File: src/rtl/matmul_pkg.sv
// Shared opcodes, bridge state encoding and memory-map constants for the
// matrix-multiply core and its scratchpad bridge.
package matmul_pkg;

    localparam logic [1:0] MEM_NONE  = 2'b00;
    localparam logic [1:0] MEM_READ  = 2'b01;
    localparam logic [1:0] MEM_WRITE = 2'b11;

    localparam int MATMUL_PARAM_WORDS = 4;

    // Grant vector bit positions shared by the arbiter and the bridge.
    localparam int GNT_CORE = 0;
    localparam int GNT_HOST = 1;

    typedef enum logic [1:0] {
        ST_IDLE    = 2'd0,
        ST_WR_ACK  = 2'd1,
        ST_RD_WAIT = 2'd2,
        ST_RD_ACK  = 2'd3
    } bridge_state_t;

    function automatic logic is_mem_req(input logic [1:0] op);
        return (op == MEM_READ) || (op == MEM_WRITE);
    endfunction

endpackage

File: src/rtl/rr_arbiter2.sv
// Two-way round-robin arbiter: core on bit GNT_CORE, host on bit GNT_HOST.
// Priority only flips when a contested request is actually granted.
module rr_arbiter2
    import matmul_pkg::*;
(
    input  logic       clk,
    input  logic       reset,
    input  logic [1:0] req,
    input  logic       advance,
    output logic [1:0] gnt
);

    logic last_host;
    logic contested;

    assign contested = req[GNT_CORE] & req[GNT_HOST];

    always_comb begin
        gnt = req;
        if (contested) begin
            gnt = '0;
            if (last_host) begin
                gnt[GNT_CORE] = 1'b1;
            end else begin
                gnt[GNT_HOST] = 1'b1;
            end
        end
    end

    // last_host cleared at reset so the host wins the first contest.
    always_ff @(posedge clk) begin
        if (reset) begin
            last_host <= 1'b0;
        end else if (advance && contested) begin
            last_host <= gnt[GNT_HOST];
        end
    end

endmodule

File: src/rtl/matmul_mem_bridge.sv
// Shares one single-port scratchpad SRAM between the matmul core request port
// and a Wishbone-classic host slave, one transaction in flight at a time.
module matmul_mem_bridge
    import matmul_pkg::*;
#(
    parameter int ADDR_W = 9,
    parameter int DATA_W = 32
) (
    input  logic              clk,
    input  logic              reset,

    input  logic [1:0]        core_op,
    input  logic [31:0]       core_addr,
    input  logic [DATA_W-1:0] core_wdata,
    output logic [DATA_W-1:0] core_rdata,
    output logic              core_opdone,

    input  logic              wbs_cyc_i,
    input  logic              wbs_stb_i,
    input  logic              wbs_we_i,
    input  logic [31:0]       wbs_adr_i,
    input  logic [31:0]       wbs_dat_i,
    output logic [31:0]       wbs_dat_o,
    output logic              wbs_ack_o,

    output logic              sram_csb,
    output logic              sram_web,
    output logic [ADDR_W-1:0] sram_addr,
    output logic [DATA_W-1:0] sram_din,
    input  logic [DATA_W-1:0] sram_dout,

    output logic              err
);

    bridge_state_t state;

    logic win_host;
    logic win_write;
    logic win_oor;

    logic core_req;
    logic host_req;
    logic advance;
    logic [1:0] gnt;

    logic [31:0] core_hi;
    logic core_oor;
    logic unused_adr;

    logic              sel_write;
    logic              sel_oor;
    logic [ADDR_W-1:0] sel_addr;
    logic [DATA_W-1:0] sel_data;

    assign core_req = is_mem_req(core_op);
    assign host_req = wbs_cyc_i & wbs_stb_i;

    // The cycle carrying done/ack is skipped: requesters only drop or change
    // their request on that edge, so granting then would replay a stale one.
    assign advance = (state == ST_IDLE) && !core_opdone && !wbs_ack_o
                     && (core_req || host_req);

    rr_arbiter2 u_arb (
        .clk     (clk),
        .reset   (reset),
        .req     ({host_req, core_req}),
        .advance (advance),
        .gnt     (gnt)
    );

    assign core_hi    = core_addr >> ADDR_W;
    assign core_oor   = |core_hi;
    assign unused_adr = ^{wbs_adr_i[31:ADDR_W+2], wbs_adr_i[1:0]};

    assign sel_write = gnt[GNT_HOST] ? wbs_we_i : (core_op == MEM_WRITE);
    assign sel_oor   = gnt[GNT_CORE] & core_oor;
    assign sel_addr  = gnt[GNT_HOST] ? wbs_adr_i[ADDR_W+1:2] : core_addr[ADDR_W-1:0];
    assign sel_data  = gnt[GNT_HOST] ? DATA_W'(wbs_dat_i) : core_wdata;

    always_ff @(posedge clk) begin
        if (reset) begin
            state       <= ST_IDLE;
            win_host    <= 1'b0;
            win_write   <= 1'b0;
            win_oor     <= 1'b0;
            core_rdata  <= '0;
            core_opdone <= 1'b0;
            wbs_dat_o   <= '0;
            wbs_ack_o   <= 1'b0;
            sram_csb    <= 1'b1;
            sram_web    <= 1'b1;
            sram_addr   <= '0;
            sram_din    <= '0;
            err         <= 1'b0;
        end else begin
            core_opdone <= 1'b0;
            wbs_ack_o   <= 1'b0;

            case (state)
                ST_IDLE: begin
                    if (advance) begin
                        win_host  <= gnt[GNT_HOST];
                        win_write <= sel_write;
                        win_oor   <= sel_oor;
                        // Out-of-range core accesses still complete on time, just without the SRAM.
                        if (sel_oor) begin
                            err <= 1'b1;
                        end else begin
                            sram_csb  <= 1'b0;
                            sram_web  <= !sel_write;
                            sram_addr <= sel_addr;
                            sram_din  <= sel_data;
                        end
                        state <= sel_write ? ST_WR_ACK : ST_RD_WAIT;
                    end
                end

                ST_WR_ACK: begin
                    sram_csb <= 1'b1;
                    sram_web <= 1'b1;
                    if (win_host) begin
                        wbs_ack_o <= 1'b1;
                    end else begin
                        core_opdone <= 1'b1;
                    end
                    state <= ST_IDLE;
                end

                ST_RD_WAIT: begin
                    sram_csb <= 1'b1;
                    sram_web <= 1'b1;
                    state    <= ST_RD_ACK;
                end

                ST_RD_ACK: begin
                    // sram_dout is valid this cycle; capture it together with the done pulse.
                    if (win_host) begin
                        wbs_ack_o <= 1'b1;
                        wbs_dat_o <= 32'(sram_dout);
                    end else begin
                        core_opdone <= 1'b1;
                        core_rdata  <= win_oor ? '0 : sram_dout;
                    end
                    state <= ST_IDLE;
                end

                default: begin
                    state <= ST_IDLE;
                end
            endcase
        end
    end

endmodule
File: config.mk
export PLATFORM = sky130hd
export DESIGN_NAME = matmul_mem_bridge
export DESIGN_NICKNAME = d
export VERILOG_FILES = /design/src/rtl/matmul_pkg.sv /design/src/rtl/rr_arbiter2.sv /design/src/rtl/matmul_mem_bridge.sv
export SDC_FILE = /design/constraint.sdc
export NUM_CORES = 1
export LEC_CHECK = 0
export ABC_AREA = 1
export CAP_MARGIN = 20
export CORE_MARGIN = 8
export CORE_UTILIZATION = 42
export DETAILED_ROUTE_END_ITERATION = 8
export GPL_TIMING_DRIVEN = 0
export HOLD_SLACK_MARGIN = 0.08
export MAX_ROUTING_LAYER = met4
export PLACE_DENSITY = 0.9
export SYNTH_ARGS = -nofsm -noshare
export SYNTH_HDL_FRONTEND = slang
export SYNTH_SLANG_ARGS = --single-unit
File: constraint.sdc
create_clock -name clk -period 3.9 [get_ports clk]
set_input_delay 0.78 -clock clk [delete_from_list [all_inputs] [get_ports clk]]
set_output_delay 0.78 -clock clk [all_outputs]
set_load 0.01 [all_outputs]
==> results of run 1 <==
## report_power, final
part / leakage [nW] / internal, mW / total [mW] / switching, mW
Clock: 0.315 / 1.12 / 1.69 / 0.579
Sequential: 0.936 / 1.36 / 1.47 / 0.102
Combinational: 2.16 / 0.694 / 1.43 / 0.733
## synth_stat cells, drive strengths merged
master / n / share of area (%)
nand3: 40 / 4.2
a21oi: 79 / 7.8
nor3: 1 / 0.098
dfxtp: 115 / 45
buf: 25 / 3.0
o21ai: 37 / 3.6
o21a: 1 / 0.15
ha: 6 / 1.5
nand2: 217 / 16
inv: 14 / 1.1
clkinv: 1 / 0.073
nand3b: 41 / 6.0
clkbuf: 28 / 2.1
a211oi: 1 / 0.15
nor2: 127 / 9.5
## worst paths after layout
kind	start	to	slack, ns	cells past startpoint
worst max-delay path	sram_din[23]	sram_din[23]	1.80	1
worst max register to register	state[0]	sram_din[14]	2.07	8
worst min-delay path	sram_web	sram_web	0.46	2
worst min register to register	sram_web	sram_web	0.46	2
## sequential cells by signal, indices dropped and copies added, names as in the netlist
| signal | flops |
|---|---|
| err | 1 |
| u_arb.last_host | 1 |
| sram_csb | 1 |
| core_opdone | 1 |
| win_host | 1 |
| win_oor | 1 |
| sram_web | 1 |
| wbs_ack_o | 1 |
| sram_din | 32 |
| sram_addr | 9 |
| core_rdata | 32 |
| state | 2 |
| wbs_dat_o | 32 |
## stage by stage
stage,power (mW),instance area [µm²],cells,setup slack (ns)
final,4.587,8478,1164,1.796
after global routing,4.828,8478,1164,1.677
after CTS,4.615,8478,1164,1.788
after detailed placement,2.910,7828,1132,1.395
after global placement,2.881,7828,1132,1.451
after floorplan,2.209,5121,733,2.169
## layer usage
| layer | GRT usage, % | wire [µm] | vias up | part of all wire, % |
|---|---|---|---|---|
| li1 | - | - | 2906 | - |
| met1 | 24.68 | 7579 | 2622 | 41 |
| met2 | 40.13 | 9247 | 170 | 50 |
| met3 | 6.284 | 1111 | 22 | 6.1 |
| met4 | 7.714 | 378 | 0 | 2.1 |
| met5 | - | 0 | - | 0 |
## worst min-delay path, cell delays in order (launching register included)
cell and delay, ns:
dfxtp_1 0.32, nand2_1 0.05, nand3_1 0.05
## cell families after synthesis
family	after synthesis	synth area share, %
compound gates	118	11.70
simple gates	426	35.67
fa+ha+maj	6	1.466
flops	115	44.95
buf+inv	68	6.206
## cell type report
cell class	instances	area share, %
timing repair buffer	252	29.75
clock buffer	19	5.342
multi-input combinational	550	29.50
buffer	53	3.055
inverter	15	0.6936
clock inverter	13	2.332
tap	147	2.169
sequential	115	27.15
==> results.tsv, run 1 <==
stage	metric	value	unit
finish	syn_to_final_growth	65.55	%
synth	ys_ff_latch	115	
pwr	powerDensity	541.1	mW/mm²
timing	tightest_slew	0.5288	ns
synth	syn_inst	733	
floorplanning	core	0.01196	mm²
global_routing	overflow	0	
synth	syn_area_per_cell	6.987	µm²
clock_network	cts_tree	yes	
detailed_routing	ant_nets	0	
finish	multi_input_area	0.002501	mm²
global_routing	track_usage	22.96	%
placement	hpwlAfterDp	14140	µm
timing	slew_headroom	64.75	%
detailed_routing	wirelength	18320	µm
detailed_routing	num_vias	5720	
global_routing	antenna_found_initial	0	
finish	seq_area	0.002302	mm²
timing	fin_crit_sh	53.95	%
clock_network	clk_latency	0.40	ns
finish	final_cell_mix	clkdlybuf4s50_1 (252), nand2_1 (216), nor2_1 (126)	
floorplanning	dieArea	0.01598	mm²
placement	port-buffer-count	252	
synth	ys_warn_count	0	
floorplanning	rows	40	
global_routing	grt_pass1_vias	5645	
finish	final_layout_size_suffix_gt1_share	5.703	%
clock_network	cts_resized	0	
setup_path	worstPathRequired	3.12	ns
flow_run	maxCapViolations	0	
clock_network	clk_path_buf_depth	2	
floorplanning	die_h	126.4	µm
timing	finalClockSkew	0.007659	ns
finish	layout_commonest_cell	clkdlybuf4s50_1	
setup_path	max_stage_delay	0.57	ns
run_status	status	finished, final reports clean	
timing	period_needed	2.104	ns
floorplanning	chipWidth	126.4	µm
finish	num_antenna_cells	0	
finish	fin_nets	1177	
setup_path	cp_top_family	buffers and inverters	
global_routing	grt_max_degree	17	
worst_hold_path	min-delay-path-class	flop to flop	
global_routing	grt_pass1_wl	28600	µm
pwr	leakage	3.408	nW
detailed_routing	route.detailed.drc	0	
clock_network	hold_buffers	0	
timing	hold_ws	0.4592	ns
finish	fillCellCount	987	
detailed_routing	wire_per_inst	15.74	µm
floorplanning	pin_count	277	
finish	fin_util	70.88	%
timing	maxSlewViolCount	0	
timing	finalSetupViolCount	0	
floorplanning	start_util	42.81	%
pwr	vdd_drop_max	0.0003209	V
setup_path	cp_max_fo	2	
detailed_routing	drt-vias-per-instance	4.914	
clock_network	post_cts_buffers	0	
timing	tns	0	ns
setup_path	crit_arrival	1.32	ns
clock_network	clk_pin_slew_worst_paths	0.06	ns
detailed_routing	drt_iter0_markers	302	
detailed_routing	first_pass_iters	5	
timing	rsz0062_at_grt	false	
clock_network	htree_levels	4	
clock_network	cts_inserted_buffers	17	
setup_path	crit_buf_inv	1	
clock_network	cts_sinks	115	
timing	finalHoldViolations	0	
setup_path	crit_chain	clkdlybuf4s50_1	
synth	synth.net_count	906	
placement	routabilityCongestion	0.8473	
timing	clock.fmax	0.4753	GHz
setup_path	start_kind	flop	
synth	syn-cell-area	0.005121	mm²
setup_path	critPathKind	flop to output port	
setup_path	slowest_stage	clkdlybuf4s50_1	
synth	synth.distinct_cells	23	
synth	ys_seq_area_share	44.95	%
clock_network	cts-root-buf	clkbuf_16	
setup_path	critPathCaptureType	output port	
(Power assumes the default switching activity.)
==> inputs of run 2 (changes only) <==
Settings changed: CORE_UTILIZATION 42 to 36, PLACE_DENSITY 0.9 to 0.82.
Clock period 3.9 ns to 1.7 ns, I/O delays scaled along.
==> results.tsv, run 2 (synthesis gave the netlist of run 1 again) <==
stage	metric	value	unit	change
finish	syn_to_final_growth	68.02	%	was 65.55%
placement	port-buffer-count	252		unchanged
pwr	p_sw_share	31.27	%	was 30.82%
setup_path	max_stage_delay	0.59	ns	was 0.57 ns
setup_path	critPathKind	flop to output port		unchanged
clock_network	clk_pin_slew_worst_paths	0.06	ns	about the same
detailed_routing	route.detailed.drc	0		unchanged
setup_path	start_kind	flop		unchanged
floorplanning	pin_count	277		unchanged
setup_path	cp_top_family	buffers and inverters		unchanged
clock_network	clk_path_buf_depth	2		unchanged
pwr	vdd_drop_max	0.0008163	V	was 0.0003209 V
placement	place_area	0.007869	mm²	was 0.007828 mm²
setup_path	crit_arrival	1.33	ns	was 1.32 ns
finish	fin_nets	1182		was 1177
finish	fin_cells	1202		was 1164
global_routing	antenna_found_initial	0		unchanged
floorplanning	die_h	135.3	µm	was 126.4 µm
setup_path	critPathCaptureType	output port		unchanged
pwr	p_int	7.147	mW	was 3.173 mW
detailed_routing	ant_nets	0		unchanged
finish	fillCellCount	1277		was 987
pwr	seqPwrFrac	32.4	%	was 32.0%
finish	fin_util	61.99	%	was 70.88%
placement	hpwlAfterDp	14360	µm	was 14140 µm
finish	final_layout_size_suffix_gt1_share	7.632	%	was 5.703%
timing	fin_crit_sh	97.99	%	
clock_network	clk_latency	0.41	ns	was 0.40 ns
detailed_routing	first_pass_iters	5		unchanged
floorplanning	core	0.01388	mm²	was 0.01196 mm²
global_routing	track_usage	20.53	%	was 22.96%
floorplanning	rows	43		was 40
timing	maxSlewViolCount	0		unchanged
setup_path	worstPathRequired	1.36	ns	was 3.12 ns
setup_path	cp_max_fo	2		unchanged
clock_network	cts_tree	yes		unchanged
pwr	p_sw	3.252	mW	was 1.414 mW
pwr	powerDensity	1208	mW/mm²	was 541.1 mW/mm²
timing	finalClockSkew	0.008644	ns	was 0.007659 ns
setup_path	slowest_stage	clkdlybuf4s50_1		unchanged
placement	routabilityCongestion	0.8430		was 0.8473
pwr	p_comb_share	33.5	%	was 31.1%
detailed_routing	num_vias	5703		was 5720
finish	final_cell_area	0.008605	mm²	was 0.008478 mm²
setup_path	crit_chain	clkdlybuf4s50_1		unchanged
detailed_routing	drt-vias-per-instance	4.745		was 4.914
clock_network	htree_levels	4		unchanged
floorplanning	dieArea	0.01830	mm²	was 0.01598 mm²
clock_network	cts-root-buf	clkbuf_16		unchanged
finish	reg_top3	core_rdata (32), sram_din (32), wbs_dat_o (32)		unchanged
detailed_routing	wirelength	18800	µm	was 18320 µm
pwr	clkPwrFrac	34.1	%	was 36.9%
flow_run	maxCapViolations	0		unchanged
global_routing	grt_max_degree	17		unchanged
placement	dp.cells	1165		was 1132
global_routing	grt_pass1_wl	28840	µm	was 28600 µm
timing	slew_headroom	64.89	%	was 64.75%
detailed_routing	drt_iter0_markers	351		was 302
timing	finalSetupViolCount	0		unchanged
finish	num_antenna_cells	0		unchanged
clock_network	cts_sinks	115		unchanged
floorplanning	start_util	36.89	%	was 42.81%
timing	postLayoutSetupSlackWorst	0.03415	ns	was 1.796 ns
finish	layout_commonest_cell	clkdlybuf4s50_1		unchanged
setup_path	crit_buf_inv	1		unchanged
pwr	leakage	3.617	nW	was 3.408 nW
timing	clock.fmax	0.6003	GHz	
detailed_routing	wire_per_inst	15.64	µm	was 15.74 µm
timing	period_needed	1.666	ns	
pwr	total_power	10.40	mW	was 4.587 mW
clock_network	hold_buffers	0		unchanged
worst_hold_path	min-delay-path-class	input port to flop		was flop to flop
placement	post-place-ws	-0.3749	ns	was 1.395 ns
global_routing	overflow	0		unchanged
floorplanning	chipWidth	135.3	µm	was 126.4 µm
timing	finalHoldViolations	0		unchanged
clock_network	cts_inserted_buffers	17		unchanged
timing	tightest_slew	0.5266	ns	was 0.5288 ns
global_routing	grt_pass1_vias	5424		was 5645
finish	final_cell_mix	clkdlybuf4s50_1 (241), nand2_1 (216), nor2_1 (126)		was clkdlybuf4s50_1 (252), nand2_1 (216), nor2_1 (126)
run_status	status	finished, final reports clean		unchanged
[run 2: cell count changes in the layout (fill, tap and decap cells not counted), sizes merged]
| cell | change |
|---|---|
| buf | +2 |
| bufinv | -2 |
| clkbuf | +4 |
| clkdlybuf4s50 | -11 |
| clkinv | +2 |
| clkinvlp | +3 |
| dlymetal6s2s | +11 |
| inv | -4 |
[run 2: per-stage QoR]
stage	TNS [ns]	hold slack, ns
finish	0	0.3479
global route	-0.06897	0.3520
CTS	0	0.3396
floorplan	0	0.4260
global placement	-17.87	0.4447
detailed placement	-16.86	0.4495
[run 2: path summary, 6_finish.rpt]
| path | startpoint | to | slack, ns | cells after the start |
|---|---|---|---|---|
| worst max-delay path | wbs_ack_o | wbs_ack_o | 0.03 | 1 |
| worst min-delay path | reset | core_rdata[2] | 0.35 | 2 |
| worst max register to register | state[1] | win_host | 0.06 | 9 |
| worst min register to register | win_host | core_opdone | 0.45 | 1 |
[run 2: final cells by class]
type	count	area (µm²)	share of cell area [%]
Tap cell	180	225.2	2.617
Timing Repair Buffer	257	2600	30.22
Clock inverter	12	131.4	1.527
Clock buffer	20	466.7	5.424
Inverter	15	58.81	0.6834
Buffer	53	306.5	3.563
Multi-Input combinational cell	550	2511	29.18
Sequential cell	115	2305	26.78
[run 2: repair_timing]
| action | CTS | global route |
|---|---|---|
| buffers inserted | 0 | 5 |
| setup endpoints to repair | 60 | 106 |
| pin swaps | 0 | 0 |
| resized for setup | 7 | 39 |
[run 2: metal layers]
metal	vias up	global-route usage, %	wire length (µm)
met3	33	5.082	1105
met2	177	33.23	9127
met1	2572	24.03	8075
met5	-	-	0
li1	2921	-	-
met4	0	8.081	485
[run 2: power groups by stage]
stage	logic, mW	clock network (mW)	registers, mW
floorplan	1.49	0	3.58
global placement	3.25	0	3.39
CTS	3.32	3.60	3.36
global route	3.81	3.74	3.42
finish	3.48	3.55	3.37
detailed placement	3.28	0	3.41
